==> config.mk <==
export PLATFORM = sky130hd
export DESIGN_NAME = fft_power
export DESIGN_NICKNAME = d
export VERILOG_FILES = /design/src/rtl/fft_power_pkg.sv /design/src/rtl/fft_cplx_sq.sv /design/src/rtl/fft_power.sv
export SDC_FILE = /design/constraint.sdc
export NUM_CORES = 2
export LEC_CHECK = 0
export ABC_AREA = 1
export CORE_AREA = 2 2 291 351
export DETAILED_ROUTE_END_ITERATION = 16
export DIE_AREA = 0 0 293 353
export HOLD_SLACK_MARGIN = 0.03
export PLACE_DENSITY = 0.53
export SYNTH_ARGS = -nofsm -noshare
export SYNTH_HDL_FRONTEND = slang
export SYNTH_SLANG_ARGS = --single-unit
export TNS_END_PERCENT = 100
==> constraint.sdc <==
create_clock -name i_clk -period 2.45 [get_ports i_clk]
set_clock_uncertainty 0.15 [all_clocks]
set_input_delay 0.49 -clock i_clk [delete_from_list [all_inputs] [get_ports i_clk]]
set_output_delay 0.49 -clock i_clk [all_outputs]
set_load 0.005 [all_outputs]
==> src/rtl/fft_power_pkg.sv <==
`default_nettype none
// ============================================================================
// Module      : fft_power_pkg
// Description : Shared constants and types for the FFT power-spectrum stage.
//               Default widths, derived frame constants and the frame
//               alignment state encoding.
// Revision    : 1.0 - initial release
// ============================================================================
package fft_power_pkg;

    localparam int c_iwidth     = 21;               // signed re/im component width
    localparam int c_owidth     = 32;               // unsigned power word width
    localparam int c_lgnfft     = 8;                // log2 of FFT size
    localparam int c_shift      = 10;               // right shift of the power sum
    localparam int c_nfft       = 1 << c_lgnfft;    // 256-point FFT
    localparam int c_nbins_kept = c_nfft / 2 + 1;   // bins 0..NFFT/2
    localparam int c_pwidth     = 2 * c_iwidth;     // width of one square

    typedef enum logic [0:0] {
        WAIT_SYNC = 1'b0,
        ACTIVE    = 1'b1
    } state_t;

endpackage
`default_nettype wire

==> src/rtl/fft_cplx_sq.sv <==
`default_nettype none
// ============================================================================
// Module      : fft_cplx_sq
// Description : Two-stage, i_ce-gated |x|^2 pipeline with a tag side-channel.
//               Stage 1 registers re^2 and im^2, stage 2 sums, shifts and
//               reduces to OWIDTH bits.
//               Config macro FFT_POWER_SAT_EN: saturate instead of wrap when
//               the shifted sum does not fit in OWIDTH bits.
// Ports       : i_clk, i_reset_n (async, active-low), i_ce (advance)
//               i_re/i_im   signed components
//               i_keep/i_first/i_last  tags travelling with the sample
//               o_power/o_valid/o_first/o_last  registered result
// Revision    : 1.0 - initial release
// ============================================================================
module fft_cplx_sq
    import fft_power_pkg::*;
#(
    parameter int IWIDTH = c_iwidth,
    parameter int OWIDTH = c_owidth,
    parameter int SHIFT  = c_shift
) (
    input  logic                     i_clk,
    input  logic                     i_reset_n,
    input  logic                     i_ce,
    input  logic signed [IWIDTH-1:0] i_re,
    input  logic signed [IWIDTH-1:0] i_im,
    input  logic                     i_keep,
    input  logic                     i_first,
    input  logic                     i_last,
    output logic        [OWIDTH-1:0] o_power,
    output logic                     o_valid,
    output logic                     o_first,
    output logic                     o_last
);

    localparam int c_pw = 2 * IWIDTH;

    // Sign-extend to the full product width so (-2^(IWIDTH-1))^2 is exact.
    logic signed [c_pw-1:0] w_re_ext;
    logic signed [c_pw-1:0] w_im_ext;
    logic        [c_pw:0]   w_sum;
    logic        [c_pw:0]   w_shifted;
    logic     [OWIDTH-1:0]  w_power;

    logic [c_pw-1:0]   re_sq_q, re_sq_d;
    logic [c_pw-1:0]   im_sq_q, im_sq_d;
    logic              keep1_q, keep1_d;
    logic              first1_q, first1_d;
    logic              last1_q, last1_d;
    logic [OWIDTH-1:0] power_q, power_d;
    logic              valid_q, valid_d;
    logic              first_q, first_d;
    logic              last_q, last_d;

    assign w_re_ext  = {{IWIDTH{i_re[IWIDTH-1]}}, i_re};
    assign w_im_ext  = {{IWIDTH{i_im[IWIDTH-1]}}, i_im};
    assign w_sum     = {1'b0, re_sq_q} + {1'b0, im_sq_q};
    assign w_shifted = w_sum >> SHIFT;

`ifdef FFT_POWER_SAT_EN
    logic w_over;
    // Any bit at or above OWIDTH means the value does not fit.
    assign w_over  = |(w_shifted >> OWIDTH);
    assign w_power = w_over ? {OWIDTH{1'b1}} : OWIDTH'(w_shifted);
`else
    assign w_power = OWIDTH'(w_shifted);
`endif

    always_comb begin
        re_sq_d  = re_sq_q;
        im_sq_d  = im_sq_q;
        keep1_d  = keep1_q;
        first1_d = first1_q;
        last1_d  = last1_q;
        power_d  = power_q;
        first_d  = first_q;
        last_d   = last_q;
        // Valid is a strobe: it only survives an edge that loads a kept bin.
        valid_d  = i_ce & keep1_q;
        if (i_ce) begin
            re_sq_d  = w_re_ext * w_re_ext;
            im_sq_d  = w_im_ext * w_im_ext;
            keep1_d  = i_keep;
            first1_d = i_first;
            last1_d  = i_last;
            power_d  = w_power;
            first_d  = first1_q;
            last_d   = last1_q;
        end
    end

    always_ff @(posedge i_clk or negedge i_reset_n) begin
        if (!i_reset_n) begin
            re_sq_q  <= '0;
            im_sq_q  <= '0;
            keep1_q  <= 1'b0;
            first1_q <= 1'b0;
            last1_q  <= 1'b0;
            power_q  <= '0;
            valid_q  <= 1'b0;
            first_q  <= 1'b0;
            last_q   <= 1'b0;
        end else begin
            re_sq_q  <= re_sq_d;
            im_sq_q  <= im_sq_d;
            keep1_q  <= keep1_d;
            first1_q <= first1_d;
            last1_q  <= last1_d;
            power_q  <= power_d;
            valid_q  <= valid_d;
            first_q  <= first_d;
            last_q   <= last_d;
        end
    end

    assign o_power = power_q;
    assign o_valid = valid_q;
    assign o_first = first_q;
    assign o_last  = last_q;

endmodule
`default_nettype wire

==> src/rtl/fft_power.sv <==
`default_nettype none
// ============================================================================
// Module      : fft_power
// Description : Streaming power-spectrum stage behind the 256-point FFT.
//               Tracks frame alignment from i_sync, keeps bins 0..NFFT/2,
//               computes (re^2+im^2) >> SHIFT and tags first/last bins.
//               Config macro FFT_POWER_SAT_EN: saturating output (see
//               fft_cplx_sq); default build wraps.
// Ports       : i_clk, i_reset_n (async, active-low), i_ce (one bin/strobe)
//               i_sample {re, im} two's complement, i_sync (bin 0 marker)
//               o_power, o_valid, o_first (bin 0), o_last (bin NFFT/2)
//               o_sync_err  one-cycle pulse on frame misalignment
// Revision    : 1.0 - initial release
// ============================================================================
module fft_power
    import fft_power_pkg::*;
#(
    parameter int IWIDTH = c_iwidth,
    parameter int OWIDTH = c_owidth,
    parameter int LGNFFT = c_lgnfft,
    parameter int SHIFT  = c_shift
) (
    input  logic                  i_clk,
    input  logic                  i_reset_n,
    input  logic                  i_ce,
    input  logic [2*IWIDTH-1:0]   i_sample,
    input  logic                  i_sync,
    output logic [OWIDTH-1:0]     o_power,
    output logic                  o_valid,
    output logic                  o_first,
    output logic                  o_last,
    output logic                  o_sync_err
);

    localparam logic [LGNFFT-1:0] c_half = LGNFFT'(1 << (LGNFFT - 1));
    localparam logic [LGNFFT-1:0] c_one  = LGNFFT'(1);

    state_t              state_q, state_d;
    // bin_q holds the index the next ACTIVE sample is expected to carry.
    logic [LGNFFT-1:0]   bin_q, bin_d;
    logic                sync_err_q, sync_err_d;
    logic                w_keep;
    logic                w_first;
    logic                w_last;
    logic signed [IWIDTH-1:0] w_re;
    logic signed [IWIDTH-1:0] w_im;

    assign w_re = i_sample[2*IWIDTH-1:IWIDTH];
    assign w_im = i_sample[IWIDTH-1:0];

    always_comb begin
        state_d    = state_q;
        bin_d      = bin_q;
        sync_err_d = 1'b0;
        w_keep     = 1'b0;
        w_first    = 1'b0;
        w_last     = 1'b0;
        if (i_ce) begin
            case (state_q)
                WAIT_SYNC: begin
                    if (i_sync) begin
                        state_d = ACTIVE;
                        bin_d   = c_one;
                        w_keep  = 1'b1;
                        w_first = 1'b1;
                    end
                end
                ACTIVE: begin
                    if (i_sync) begin
                        // Sync always restarts the frame; it is only an
                        // error when it arrives before the counter wrapped.
                        sync_err_d = (bin_q != '0);
                        bin_d      = c_one;
                        w_keep     = 1'b1;
                        w_first    = 1'b1;
                    end else if (bin_q == '0) begin
                        // Counter wrapped but the FFT sent no sync: realign.
                        sync_err_d = 1'b1;
                        state_d    = WAIT_SYNC;
                    end else begin
                        w_keep = (bin_q <= c_half);
                        w_last = (bin_q == c_half);
                        bin_d  = bin_q + c_one;
                    end
                end
                default: state_d = WAIT_SYNC;
            endcase
        end
    end

    always_ff @(posedge i_clk or negedge i_reset_n) begin
        if (!i_reset_n) begin
            state_q    <= WAIT_SYNC;
            bin_q      <= '0;
            sync_err_q <= 1'b0;
        end else begin
            state_q    <= state_d;
            bin_q      <= bin_d;
            sync_err_q <= sync_err_d;
        end
    end

    fft_cplx_sq #(
        .IWIDTH (IWIDTH),
        .OWIDTH (OWIDTH),
        .SHIFT  (SHIFT)
    ) u_sq (
        .i_clk     (i_clk),
        .i_reset_n (i_reset_n),
        .i_ce      (i_ce),
        .i_re      (w_re),
        .i_im      (w_im),
        .i_keep    (w_keep),
        .i_first   (w_first),
        .i_last    (w_last),
        .o_power   (o_power),
        .o_valid   (o_valid),
        .o_first   (o_first),
        .o_last    (o_last)
    );

    assign o_sync_err = sync_err_q;

endmodule
`default_nettype wire
==> results.cfg <==
[critical_path]
startpoint_type = input port
path_common_cell = fa_1
rr_startpoint = u_sq.re_sq_q[18]$_DFFE_PN0P_
critPathMaxFanout = 4
worstReg2RegEnd = u_sq.o_power[30]$_DFFE_PN0P_
critPathBufInv = 8
max_stage_delay_ps = 600
crit_path_end_kind = flip-flop
cp.arrival_ps = 6210
cp_slowest_cell = fa_1
cp.required_ps = 2630
critPathTopFamily = adder cells
worst-setup-path-type = in2reg
reg2reg_slack_ps = 130
ff2ff_path_depth = 10

[floorplan]
die-area_um2 = 103000
core_area_um2 = 100000
die_y_um = 353
die_x_um = 293
pin_count = 82
rows = 128
start_util = 0.396

[cts]
numCtsBuffers = 17
cts_buffer_depth = 2
cts_tree = built
htreeDepth = 4
insertion_delay_ps = 440
cts.sinks = 128
root_buffer = clkbuf_16
clk_pin_slew_worst_paths_ps = 70

[detailed_routing]
drt_wl_total_mm = 117
antenna_left = 0
vias = 33818
wl_per_cell_um = 16.2
first_pass_iters = 6
via_per_inst = 4.66
drc = 0
drtIter0Drc = 1498

[yosys]
ys_async_sr_fraction = 1.00
yosysWarnings = 0
seq_area_frac_synth = 0.0806
synth_fp_nets = 6310
syn_area_um2 = 39800
synth_edf_count = 0
postSynthAreaPerCell_um2 = 7.74
synth_seq_cells = 128
ys_types = 49
ys.flop_type = dfrtp_1
syn-instance-count = 5138

[status]
violations = setup timing
outcome = finished, violations left

[cells_and_area]
mostFrequentLayoutCell = inv_1
syn2layout_area_growth_pct = 40.3
fillers = 9192
nets = 7116
final_cell_mix = inv_1 (1309), nand2_1 (998), fa_1 (736)
finish.instance_area_um2 = 55800
diodes = 0
drive_above_1_share = 0.335

[timing]
fin_crit_sh = 2.46
setup_tns_ps = -233030
hold_viol = 0
whs_ps = 216
slew_headroom = 0.626
fin_crit_ps = 6030
finalSetupViolations = 74
max_freq_ghz = 0.166
layout_setup_ws_ps = -3580
slew_violations = 0
tightest_slew_ps = 557
rsz0062_at_grt = yes

[global_routing]
antenna_found_initial = 1
grt_overflow = 0
grt_pass1_vias = 36747
grt_pass1_wl_mm = 191
grt_use_total = 0.234
grt_max_degree = 80

[placement]
dpl-instance-area_um2 = 48900
dp_hpwl_mm = 97.2
io_buffers = 81
finalWeightedCongestion = 0.939

[worst_hold_path]
hold_start = i_ce
hp-class = in2reg
whs_path_depth = 3
worstHoldEndpoint = u_sq.o_valid$_DFF_PN0_

[job]
cap_violations = 0
## state kept, by name, summed over array words and instances, names as in the netlist, 8 cells and up
register,cells
bin_q,8
u_sq.im_sq_q,40
u_sq.o_power,32
u_sq.re_sq_q,40
## worst min-delay path, cell delays in order
cell and delay [ps]:
buf_4 160, nand2_1 70, inv_1 30
## cells in the mapped netlist, types with 6 or more instances
| cell type | count | area [µm²] |
|---|---|---|
| clkbuf_1 | 95 | 357 |
| and2_1 | 7 | 43.8 |
| inv_1 | 1507 | 5660 |
| nand3b_1 | 27 | 203 |
| nand2_2 | 11 | 68.8 |
| or2_1 | 12 | 75.1 |
| nor3_1 | 9 | 45.0 |
| buf_1 | 16 | 60.1 |
| o21ai_1 | 12 | 60.1 |
| xor2_1 | 34 | 298 |
| o21bai_1 | 37 | 278 |
| o21ai_0 | 81 | 405 |
| ha_1 | 298 | 3730 |
| nor2_1 | 260 | 976 |
| nand2_1 | 1311 | 4920 |
| a21o_1 | 7 | 52.6 |
| nand3_1 | 187 | 936 |
| a21oi_1 | 119 | 596 |
| xnor2_1 | 45 | 394 |
| or2_2 | 16 | 100 |
| nand4_1 | 29 | 181 |
| nand3_2 | 6 | 60.1 |
| fa_1 | 828 | 16600 |
| dfrtp_1 | 128 | 3200 |
## worst max-delay path by stage
stage,from,endpoint,slack [ps],cells after the start
floorplan,i_sample[20],u_sq.im_sq_q[36]$_DFFE_PN0P_,-3640,25
global placement,i_sample[20],u_sq.im_sq_q[37]$_DFFE_PN0P_,-4570,26
detailed placement,i_sample[20],u_sq.im_sq_q[34]$_DFFE_PN0P_,-4590,23
CTS,i_sample[20],u_sq.im_sq_q[41]$_DFFE_PN0P_,-3550,27
global route,i_sample[20],u_sq.im_sq_q[41]$_DFFE_PN0P_,-3750,26
finish,i_sample[20],u_sq.im_sq_q[41]$_DFFE_PN0P_,-3580,26
## kinds of logic (layout without fill, tap and decap cells)
family	after synthesis	count (layout)	synth area share
compound gates	286	286	0.0417
flops	128	128	0.0806
fa+ha+maj	1126	1126	0.511
xor+xnor	79	79	0.0174
buf+inv	1627	2446	0.154
simple gates	1892	1892	0.196
## final cells by class
class	count	area, µm²	share of cell area
multi-input combinational	3383	35700	0.639
timing repair buffer	903	8960	0.161
inverter	1511	5720	0.102
sequential	128	3200	0.0574
tap	1300	1630	0.0292
clock buffer	17	425	0.00763
clock inverter	15	188	0.00336
## timing repair
item	4_1_cts	5_1_grt
hold buffers	1	0
pin swaps	586	296
setup endpoints to repair	76	93
hold endpoints to repair	27	0
buffers inserted	172	43
resized for setup	1053	338
gates cloned	19	1
## per-layer routing
metal,share of wire,global-route usage,wire length (µm),up-vias
met2,0.52,0.432,61500,499
met3,0.024,0.0147,2860,156
li1,-,-,-,16447
met4,0.029,0.0629,3440,0
met1,0.42,0.294,49500,16716
met5,0,0,0,-
## through the flow
step / util / instances / setup WS [ps]
4_1_cts: 0.542 / 7222 / -3550
3_5_place_dp: 0.487 / 7004 / -4590
2_1_floorplan: - / 5138 / -3640
5_1_grt: 0.556 / 7257 / -3750
3_3_place_gp: 0.487 / 7004 / -4570
6_report: 0.556 / 7257 / -3580
Power is not shown: default switching activity piles up to over one toggle a cycle in this logic, so the estimate is an artifact.
